File: src/rtl/pc_flow_ctrl_pkg.sv
// rtl/pc_flow_ctrl_pkg.sv - shared bus widths, hold levels and FSM states for the PC flow controller
package pc_flow_ctrl_pkg;

   localparam int InstAddrBusW = 32;
   localparam int HoldFlagBusW = 3;

   localparam logic [HoldFlagBusW-1:0] Hold_None = 3'd0;
   localparam logic [HoldFlagBusW-1:0] Hold_Pc   = 3'd1;
   localparam logic [HoldFlagBusW-1:0] Hold_If   = 3'd2;
   localparam logic [HoldFlagBusW-1:0] Hold_Id   = 3'd3;

   localparam logic JumpEnable  = 1'b1;
   localparam logic JumpDisable = 1'b0;

   typedef enum logic [2:0] {
      ST_RUN,
      ST_HALT_DRAIN,
      ST_HALTED,
      ST_RST_ASSERT,
      ST_RST_RELEASE
   } pc_flow_state_e;

   // Hold levels are ordered, so merging requests is a plain maximum.
   function automatic logic [HoldFlagBusW-1:0] max_hold(input logic [HoldFlagBusW-1:0] a,
                                                        input logic [HoldFlagBusW-1:0] b);
      return (a > b) ? a : b;
   endfunction

endpackage

File: src/rtl/pc_flow_ctrl.sv
// rtl/pc_flow_ctrl.sv - merges jump/stall requests and sequences JTAG halt/reset and the bus watchdog
module pc_flow_ctrl
   import pc_flow_ctrl_pkg::*;
#(
   parameter int RESET_CYCLES = 4,
   parameter int BUS_TIMEOUT  = 1024
) (
   input  logic                    clk_i,
   input  logic                    rst_ni,
   input  logic                    ex_jump_i,
   input  logic [InstAddrBusW-1:0] ex_jump_addr_i,
   input  logic                    ex_hold_i,
   input  logic                    int_assert_i,
   input  logic [InstAddrBusW-1:0] int_addr_i,
   input  logic                    int_hold_i,
   input  logic                    rib_hold_i,
   input  logic                    jtag_halt_i,
   input  logic                    jtag_reset_i,
   output logic                    jump_flag_o,
   output logic [InstAddrBusW-1:0] jump_addr_o,
   output logic [HoldFlagBusW-1:0] hold_flag_o,
   output logic                    jtag_reset_flag_o,
   output logic                    halted_o,
   output logic                    bus_err_o
);

   localparam int RC_W = $clog2(RESET_CYCLES + 1);
   localparam int BT_W = $clog2(BUS_TIMEOUT + 1);

   pc_flow_state_e  r_state;
   logic [RC_W-1:0] r_rst_cnt;
   logic [BT_W-1:0] r_bus_cnt;
   logic [BT_W-1:0] w_bus_next;
   logic            w_jump_mask;

   assign w_jump_mask = (r_state == ST_HALTED) || (r_state == ST_RST_ASSERT) ||
                        (r_state == ST_RST_RELEASE);

   always_comb begin
      jump_flag_o = JumpDisable;
      jump_addr_o = '0;
      if (!w_jump_mask) begin
         if (int_assert_i) begin
            jump_flag_o = JumpEnable;
            jump_addr_o = int_addr_i;
         end else if (ex_jump_i) begin
            jump_flag_o = JumpEnable;
            jump_addr_o = ex_jump_addr_i;
         end
      end
   end

   always_comb begin
      hold_flag_o = Hold_None;
      if (rib_hold_i)
         hold_flag_o = max_hold(hold_flag_o, Hold_Pc);
      if (jump_flag_o || ex_hold_i || int_hold_i || (r_state != ST_RUN))
         hold_flag_o = max_hold(hold_flag_o, Hold_Id);
   end

   // A debugger reset pre-empts every state and reloads the release countdown.
   always_ff @(posedge clk_i or negedge rst_ni) begin
      if (!rst_ni) begin
         r_state           <= ST_RUN;
         r_rst_cnt         <= '0;
         jtag_reset_flag_o <= 1'b0;
         halted_o          <= 1'b0;
      end else if (jtag_reset_i) begin
         r_state           <= ST_RST_ASSERT;
         r_rst_cnt         <= RC_W'(RESET_CYCLES);
         jtag_reset_flag_o <= 1'b1;
         halted_o          <= 1'b0;
      end else begin
         case (r_state)
            ST_RUN: begin
               if (jtag_halt_i)
                  r_state <= ST_HALT_DRAIN;
            end
            ST_HALT_DRAIN: begin
               if (!jtag_halt_i) begin
                  r_state <= ST_RUN;
               end else if (!ex_hold_i && !int_hold_i && !rib_hold_i) begin
                  r_state  <= ST_HALTED;
                  halted_o <= 1'b1;
               end
            end
            ST_HALTED: begin
               if (!jtag_halt_i) begin
                  r_state  <= ST_RUN;
                  halted_o <= 1'b0;
               end
            end
            ST_RST_ASSERT: begin
               if (r_rst_cnt <= RC_W'(1)) begin
                  r_state           <= ST_RST_RELEASE;
                  r_rst_cnt         <= '0;
                  jtag_reset_flag_o <= 1'b0;
               end else begin
                  r_rst_cnt <= r_rst_cnt - RC_W'(1);
               end
            end
            ST_RST_RELEASE: begin
               if (jtag_halt_i) begin
                  r_state  <= ST_HALTED;
                  halted_o <= 1'b1;
               end else begin
                  r_state <= ST_RUN;
               end
            end
            default: r_state <= ST_RUN;
         endcase
      end
   end

   assign w_bus_next = (r_bus_cnt == BT_W'(BUS_TIMEOUT)) ? r_bus_cnt : r_bus_cnt + BT_W'(1);

   always_ff @(posedge clk_i or negedge rst_ni) begin
      if (!rst_ni) begin
         r_bus_cnt <= '0;
         bus_err_o <= 1'b0;
      end else if (jtag_reset_i) begin
         r_bus_cnt <= '0;
         bus_err_o <= 1'b0;
      end else if (rib_hold_i) begin
         r_bus_cnt <= w_bus_next;
         if (w_bus_next == BT_W'(BUS_TIMEOUT))
            bus_err_o <= 1'b1;
      end else begin
         r_bus_cnt <= '0;
      end
   end

endmodule

File: config.mk
export PLATFORM = sky130hd
export DESIGN_NAME = pc_flow_ctrl
export DESIGN_NICKNAME = d
export VERILOG_FILES = /design/src/rtl/pc_flow_ctrl_pkg.sv /design/src/rtl/pc_flow_ctrl.sv
export SDC_FILE = /design/constraint.sdc
export NUM_CORES = 1
export LEC_CHECK = 0
export ABC_AREA = 1
export CAP_MARGIN = 20
export CELL_PAD_IN_SITES_DETAIL_PLACEMENT = 0
export CELL_PAD_IN_SITES_GLOBAL_PLACEMENT = 1
export CORE_ASPECT_RATIO = 1.1
export CORE_MARGIN = 2
export CORE_UTILIZATION = 23
export CTS_CLUSTER_SIZE = 10
export DETAILED_ROUTE_END_ITERATION = 8
export HOLD_SLACK_MARGIN = 0.12
export PLACE_DENSITY_LB_ADDON = 0.1
export SETUP_SLACK_MARGIN = 0.4
export SYNTH_ARGS = -nofsm -noshare
export SYNTH_HDL_FRONTEND = slang
export SYNTH_SLANG_ARGS = --single-unit
File: constraint.sdc
create_clock -name clk_i -period 1.6 [get_ports clk_i]
set_input_delay 0.32 -clock clk_i [delete_from_list [all_inputs] [get_ports clk_i]]
set_output_delay 0.32 -clock clk_i [all_outputs]
set_load 0.005 [all_outputs]
## Word-level counts from Yosys, hierarchy flattened

Cells that the tools add are included.

- Add/sub/neg operators: 2
- Mux-type cells: 35
- Eq/ne operators: 13
- Reductions and logical operators: 21
- Order comparisons: 2

Operator list:

| kind | count |
|---|---|
| $mux 32 | 3 |
| $mux 11 | 3 |
| $mux 3 | 11 |
| $eq 11x11->1 const B | 2 |
| $mux 1 | 15 |
| $ne 3x3->1 const B | 5 |
| $pmux 3 s5 | 1 |
| $add 11x1->11 const B | 1 |
| $reduce_bool 2->1 | 4 |
| $eq 3x2->1 const B | 2 |
| $logic_or 1x1->1 | 5 |
| $reduce_and 5->1 | 1 |
| $ne 4x4->1 const B | 1 |
| $reduce_and 2->1 | 2 |
| $reduce_and 4->1 | 1 |
| $reduce_bool 4->1 | 1 |
| $eq 3x1->1 const B | 1 |
| $eq 3x3->1 const B | 1 |
| $gt 3x2->1 const B | 1 |
| $le 3x1->1 const B | 1 |
| $logic_not 1->1 | 3 |
| $logic_not 3->1 | 1 |
| $ne 3x2->1 const B | 1 |
| $pmux 1 s3 | 1 |
| other kinds (4) | 5 |

- Input port bits: 73
- Flip-flop bits (word level): 20

## Depth between registers and ports, before layout

Gate-level depths: netlist (run 1).

- Word-level depth: 8
- Depth in mapped cells: 12
- Mapped depth without buffers: 12

## Worst setup path before layout (run 1)

No wires, ideal clock.

- Path kind: flip-flop to output port
- Start: register r_state[1]
- End: output jump_addr_o[22]
- Slack: 174 ps
- Stages on the path, launching flop included: 6
- Arrival: 1106 ps
- Buffers on the path: 1
- Required time: 1280 ps
- Path through: dfrtp_1 nor2_1 nand2_1 o21ai_1 clkbuf_1 nor2_1

- Longest elaborated chain between the ends: 4
- Elaborated cells between the ends (all ways): 6

RTL lines:

| what | line | source |
|---|---|---|
| from (decl) | pc_flow_ctrl.sv:30 | `pc_flow_state_e r_state;` |
| from (signal assigned) | pc_flow_ctrl.sv:64 | `r_state <= ST_RUN;` |
| from (signal assigned) | pc_flow_ctrl.sv:69 | `r_state <= ST_RST_ASSERT;` |
| from (signal assigned) | pc_flow_ctrl.sv:77 | `r_state <= ST_HALT_DRAIN;` |
| $eq 3x2->1 | pc_flow_ctrl.sv:36 | `assign w_jump_mask = (r_state == ST_HALTED) \|\| (r_state == ST_RST_ASSERT) \|\|` |
| $logic_or 1x1->1 | pc_flow_ctrl.sv:36 |  |
| $logic_or 1x1->1 * | pc_flow_ctrl.sv:36 |  |
| $mux 32 * | pc_flow_ctrl.sv:42 | `if (!w_jump_mask) begin` |
| to (decl) | pc_flow_ctrl.sv:20 | `output logic [InstAddrBusW-1:0] jump_addr_o,` |

Every way passes the cells marked *; elsewhere a longest branch is shown, timed or not.

## Worst setup path after layout (run 1)

Same ends and word-level chain as after synthesis.

==> results of run 1 <==
## logic make-up (layout without fill, tap and decap cells)
kind of cell / count (synthesis) / count (layout)
flip-flops: 20 / 20
AND/OR/NAND/NOR: 138 / 138
other: 1 / 1
buffers and inverters: 42 / 205
AO/OA/AOI/OAI: 53 / 53
adder cells (fa/ha/maj): 3 / 3
XOR/XNOR: 2 / 2
## worst max path at each step
stage | depth (start not counted) | endpoint
after floorplan | 12 | bus_err_o
after global placement | 5 | hold_flag_o[0]
after detailed placement | 5 | hold_flag_o[0]
after CTS | 8 | jump_addr_o[22]
after global routing | 5 | hold_flag_o[0]
final | 8 | jump_addr_o[22]
## cell usage after synthesis, drive strengths merged
master,count
a22oi,32
o21bai,1
nand2,44
ha,3
nand4,3
o22ai,2
nor2,70
a21oi,7
nor3,4
xor2,2
inv,29
dfrtp,20
buf,4
or2,2
a31oi,1
conb,1
nand3b,1
clkbuf,9
o21ai,9
nand3,14
o211ai,1
## area by class of cell
cell class	instances	area (um2)
flip-flops and latches	20	504
repair buffers	172	1730
fillers	630	2930
multi-input cells	197	1560
inverters	29	114
well taps	85	106
clock buffers	4	55.1
## cells in the final DEF (no fill, tap or decap), drive strengths merged
cell,instances
or2,2
nand4,3
xor2,2
o21ai,9
o211ai,1
nor2,70
clkdlybuf4s15,2
o21bai,1
dlygate4sd2,3
a31oi,1
inv,29
buf,97
ha,3
nor3,4
a21oi,7
a22oi,32
nand3b,1
o22ai,2
nand2,44
clkdlybuf4s50,68
dfrtp,20
clkbuf,6
nand3,14
conb,1
## power groups by stage
| stage | logic, mW | clock network [mW] | registers [mW] |
|---|---|---|---|
| detailed placement | 2.28 | 0 | 0.655 |
| global route | 3.47 | 0.431 | 0.645 |
| floorplan | 1.27 | 0 | 0.651 |
| CTS | 3.05 | 0.412 | 0.631 |
| finish | 3.24 | 0.400 | 0.634 |
| global placement | 2.28 | 0 | 0.655 |
## critical path, delay by kind of cell (launching register included)
family | cells | cell delay, ps
buf+inv | 4 | 530
flops | 1 | 400
compound gates | 1 | 70
simple gates | 3 | 250
## registers in the layout, summed over array words and instances (netlist names)
signal / cells
jtag_reset_flag_o: 1
halted_o: 1
bus_err_o: 1
r_rst_cnt: 3
r_bus_cnt: 11
r_state: 3
## layer usage
| layer | routed length [um] | vias up | part of all wire (%) | global-route usage [%] |
|---|---|---|---|---|
| met5 | 0 | - | 0 | 0 |
| met4 | 48 | 0 | 0.67 | 3.57 |
| met3 | 400 | 4 | 5.6 | 2.38 |
| met2 | 3450 | 81 | 48 | 31.1 |
| met1 | 3300 | 1080 | 46 | 24.5 |
| li1 | - | 1185 | - | - |
## timing repair
action                     CTS  global route
setup endpoints to repair   55            57
setup buffers               24             6
resized for setup          212            51
cloned                       4             0
pin swaps                   35            24
==> key figures, run 1 <==
Cells and area
  – Post-layout net count: 499
  – Fin cells: 507
  – Final core occ: 58.1%
  – Area growth syn-to-layout: 145%
  – Post-route cell area: 0.00407 mm2
  – Ant diodes: 0
  – Layout cells sized above 1: 52.4%

Detailed routing
  – DR vias/cell: 4.64
  – TritonRoute pass-1 iters: 4
  – Detailed Route WL: 7200 um
  – Final ANT Viol Nets: 0
  – DRC: 0
  – Wire per inst: 14.2 um
  – Vias post-DR: 2350
  – Starting DRT DRC Count: 22

Place
  – Setup Slack @ Placement: -685 ps
  – PortBufs: 110
  – Detail Placement HPWL: 5220 um
  – Placed instance area: 0.00342 mm2
  – Inst Count DP: 469
  – Placer Congestion: 0.797

Synthesis
  – Post-Synth XOR/XNOR Area: 1.06%
  – Top cell type's share of synthesized area: 30.2%
  – Sequential element share of the synthesized area: 30.2%
  – Post-synthesis mux area share: 0%
  – Adder-cell area share of the yosys netlist: 2.26%
  – Simple-Gate Fraction of Synth Area: 34.8%
  – Main combinational cell family by area after synthesis: simple AND/OR/NAND/NOR gates
  – Synth top area cells: dfrtp_1 30%, nor2_1 16%, a22oi_1 14%, nand2_1 9.3%, inv_1 6.6%
  – Yosys top cell by area: dfrtp_1
  – Flops & latches, synth: 20
  – Area of the mapped netlist: 0.00166 mm2
  – Gate Count Post-Synth: 259
  – Synthesized net count: 335
  – Mean Syn Cell Area: 6.41 um2
  – Synth Area in Compound Gates: 21.6%
  – Synth warnings: 0
  – Count of cell types in the netlist: 27

Floorplanning
  – Die Y: 93.1 um
  – Starting density of the core: 23.7%
  – # rows: 32
  – Core Area: 0.00701 mm2
  – Die area: 0.00791 mm2
  – # IOs: 112
  – Chip Width: 85.0 um

Clock network
  – H-tree levels: 1
  – Clk root buf: clkbuf_8
  – TritonCTS Sinks: 20
  – Max Root-Sink Buffers: 2
  – Num CTS Buffers: 3
  – Worst-skew pair later-pin latency: 260 ps
  – CTS tree: yes
  – Reg clk slew, reported paths: 80 ps
  – Post-CTS Hold Fix Bufs: 0

Global routing
  – Largest net degree at the start of global routing: 33
  – GRT Total Usage: 18.2%
  – Initial antenna violation count: 0
  – Vias in the first global route: 2318
  – Remaining Overflow, GRT: 0
  – First-pass GRT wire length: 11800 um

Worst setup path
  – Worst path cell trace: nor2_1, nand2_2, o21ai_4, buf_12, buf_12, buf_16, nor2_2, buf_2
  – Critical R2R Launch: r_bus_cnt[0]
  – Worst R2R Setup Slack: -30 ps
  – R2R Path End: bus_err_o
  – CP peak stage delay: 400 ps
  – Worst Path Required: 1280 ps
  – CP most frequent cell: buf_12
  – Max FO, Critical Path: 7
  – R2R cell count: 9
  – Crit. Startpoint: r_state[1]
  – WS Path Type: flop to output pin
  – Crit path DAT: 1510 ps
  – Endpoint class of the critical path: output pin
  – Startpoint types: flop
  – Slowest CP cell: dfrtp_1

Pwr
  – Leak pwr: 1.72 nW
  – Pwr dens: 1050 mW/mm2
  – Total power: 4.28 mW
  – Sequential power share: 14.8%
  – Comb pwr share: 75.8%
  – Pint: 2.63 mW
  – NetSw: 1.65 mW
  – Max VDD drop: 1.10 mV
  – Sw Ratio: 38.6%
  – Clock power frac: 9.4%

Worst hold path
  – Worst Hold Class: input port to async pin

Timing
  – Total Negative Setup Slacks: -6150 ps
  – Worst hold margin: 402 ps
  – Clock Skew: 3.80 ps
  – Fin. Hold Viols: 0
  – Fin crit period: 1830 ps
  – F_max: 548 MHz
  – Final worst setup slack: -226 ps
  – Final setup vio count: 36
  – Final period util: 114%
  – RSZ-0062 raised after global routing: true
  – Final Max Tran Viols: 0

Run status
  – Outcome: complete, but fails checks
  – Failing checks: setup timing

Job
  – # Max-Cap Violations: 0
Note: power is estimated with default switching activity, not from simulation.
==> inputs of run 2 (changes only) <==
--- a/config.mk
+++ b/config.mk
@@ -10,13 +10,13 @@
 export CELL_PAD_IN_SITES_DETAIL_PLACEMENT = 0
 export CELL_PAD_IN_SITES_GLOBAL_PLACEMENT = 1
 export CORE_ASPECT_RATIO = 1.1
-export CORE_MARGIN = 2
 export CORE_UTILIZATION = 23
 export CTS_CLUSTER_SIZE = 10
 export DETAILED_ROUTE_END_ITERATION = 8
 export HOLD_SLACK_MARGIN = 0.12
 export PLACE_DENSITY_LB_ADDON = 0.1
 export SETUP_SLACK_MARGIN = 0.4
+export SLEW_MARGIN = 20
 export SYNTH_ARGS = -nofsm -noshare
 export SYNTH_HDL_FRONTEND = slang
 export SYNTH_SLANG_ARGS = --single-unit
==> key figures, run 2 (synthesized netlist as in run 1, its figures left out) <==
Run status
  – Outcome: complete, but fails checks
  – Failing checks: setup timing

Cells and area
  – Reg with most FFs: r_bus_cnt
  – Biggest regs: r_bus_cnt x11, r_rst_cnt x3, r_state x3
  – Post-layout net count: 516
  – FF/Latch Area: 507 um2
  – Layout cells sized above 1: 53.8%
  – Max reg flops: 11
  – Fillers: 647
  – Multi-input logic area: 0.00152 mm2
  – Commonest non-fill, non-tap cell in the layout: clkdlybuf4s50_1
  – Most frequent cells in the layout: 69 x clkdlybuf4s50_1, 37 x buf_4, 32 x nor2_4, 32 x buf_6, 31 x nand2_1
  – Area growth syn-to-layout: 149%
  – Post-route cell area: 0.00412 mm2
  – Ant diodes: 0

Timing
  – Clock Skew: 3.40 ps
  – Final period util: 115%
  – Final Max Tran Viols: 0
  – F_max: 545 MHz
  – Final worst setup slack: -235 ps
  – RSZ-0062 raised after global routing: true
  – Fin crit period: 1840 ps
  – Fin. Hold Viols: 0
  – Final setup vio count: 36

Clock network
  – Clk root buf: clkbuf_8
  – H-tree levels: 1
  – Reg clk slew, reported paths: 80 ps
  – Worst-skew pair later-pin latency: 260 ps
  – TritonCTS Sinks: 20
  – CTS tree: yes
  – Max Root-Sink Buffers: 2
  – Num CTS Buffers: 3

Worst setup path
  – Max FO, Critical Path: 6
  – Crit. Startpoint: r_state[1]
  – Startpoint types: flop
  – Critical path endpoint: jump_addr_o[23]
  – Critical R2R Launch: r_bus_cnt[1]
  – R2R cell count: 10
  – Worst Path Required: 1280 ps
  – Worst R2R Setup Slack: -60 ps
  – Endpoint class of the critical path: output pin
  – Crit path DAT: 1520 ps
  – R2R Path End: bus_err_o
  – WS Path Type: flop to output pin

Global routing
  – Vias in the first global route: 2255
  – Initial antenna violation count: 0
  – Largest net degree at the start of global routing: 21
  – GR peak layer: met2
  – Met1 Resource Use GR: 24.5%
  – M3 GR Usage: 1.64%
  – Met2 Use GR: 30.3%
  – GRT Total Usage: 17.7%
  – First-pass GRT wire length: 11100 um
  – Remaining Overflow, GRT: 0

Floorplanning
  – Die Y: 91.1 um
  – Die area: 0.00756 mm2
  – Core Area: 0.00701 mm2
  – Starting density of the core: 23.7%
  – Chip Width: 83.0 um
  – # IOs: 112
  – # rows: 32

Detailed routing
  – Final ANT Viol Nets: 0
  – Vias post-DR: 2362
  – Detailed Route WL: 6970 um
  – Starting DRT DRC Count: 30
  – DR vias/cell: 4.51
  – DRC: 0
  – TritonRoute pass-1 iters: 4
  – Wire per inst: 13.3 um

Pwr
  – Max VDD drop: 0.838 mV
  – Leak pwr: 1.78 nW
  – Clock power frac: 8.4%
  – Sequential power share: 13.7%
  – NetSw: 1.72 mW
  – Comb pwr share: 77.9%
  – Total power: 4.69 mW
  – Pint: 2.98 mW
  – Pwr dens: 1140 mW/mm2
  – Sw Ratio: 36.6%

Place
  – Detail Placement HPWL: 4920 um
  – PortBufs: 110
  – Placer Congestion: 0.809
  – Placed instance area: 0.00344 mm2

Worst hold path
  – Worst Hold Class: input port to async pin

Job
  – # Max-Cap Violations: 0
run 2: cell types whose count changed in the layout (fill, tap and decap cells not counted), sizes merged:
| cell | delta |
|---|---|
| buf | +16 |
| clkdlybuf4s15 | +3 |
| dlygate4sd2 | -2 |
| clkbuf | -1 |
| clkdlybuf4s50 | +1 |
run 2: repair_timing:
| item | 4_1_cts | 5_1_grt |
|---|---|---|
| resized for setup | 212 | 60 |
| endpoints found under the setup margin | 58 | 55 |
| cloned | 3 | 0 |
| buffers inserted | 31 | 10 |
| hold buffers | 0 | 0 |
| pin swaps | 22 | 31 |
run 2: layout make-up:
class	instances	area share, %
multi-input combinational	197	36.8
sequential	20	12.3
tap	85	2.58
clock buffer	4	1.33
inverter	29	2.76
timing repair buffer	189	44.3
run 2: worst min path at each step:
| stage | endpoint | slack [ps] | startpoint |
|---|---|---|---|
| floorplan | bus_err_o | 20 | rst_ni |
| global placement | jtag_reset_flag_o | 480 | jtag_reset_flag_o |
| detailed placement | r_rst_cnt[0] | 490 | r_rst_cnt[0] |
| CTS | jtag_reset_flag_o | 400 | rst_ni |
| global route | r_bus_cnt[8] | 420 | rst_ni |
| finish | r_rst_cnt[2] | 390 | rst_ni |
run 2: metal layers:
layer  routed length (um)  part of all wire (%)
met1                 3240                    46
met4                   24                  0.34
met2                 3400                    49
met5                    0                     0
met3                  306                   4.4
run 2: worst max-delay path, cell delays in order (launching register included):
cell and delay (ps):
dfrtp_1 420, nor2_2 130, nand2_2 80, o21ai_4 100, buf_6 150, buf_16 120
buf_8 100, nor2_2 30, buf_2 130
run 2: through the flow:
stage | hold slack [ps] | utilization, % | setup TNS (ps) | cells | worst slack (ps)
6_report | 393 | 58.9 | -7320 | 524 | -235
5_1_grt | 422 | 58.9 | -10810 | 524 | -335
4_1_cts | 399 | 55.0 | -7480 | 514 | -268
3_5_place_dp | 490 | 49.1 | -22580 | 476 | -679
3_3_place_gp | 479 | 49.1 | -21860 | 476 | -663
2_1_floorplan | 24.4 | - | 0 | 259 | 179
run 2: power groups by stage:
stage / clock, mW / sequential [mW] / combinational, mW
6_report: 0.393 / 0.645 / 3.65
3_3_place_gp: 0 / 0.653 / 2.20
2_1_floorplan: 0 / 0.651 / 1.27
3_5_place_dp: 0 / 0.653 / 2.20
4_1_cts: 0.406 / 0.637 / 3.29
5_1_grt: 0.424 / 0.654 / 3.88
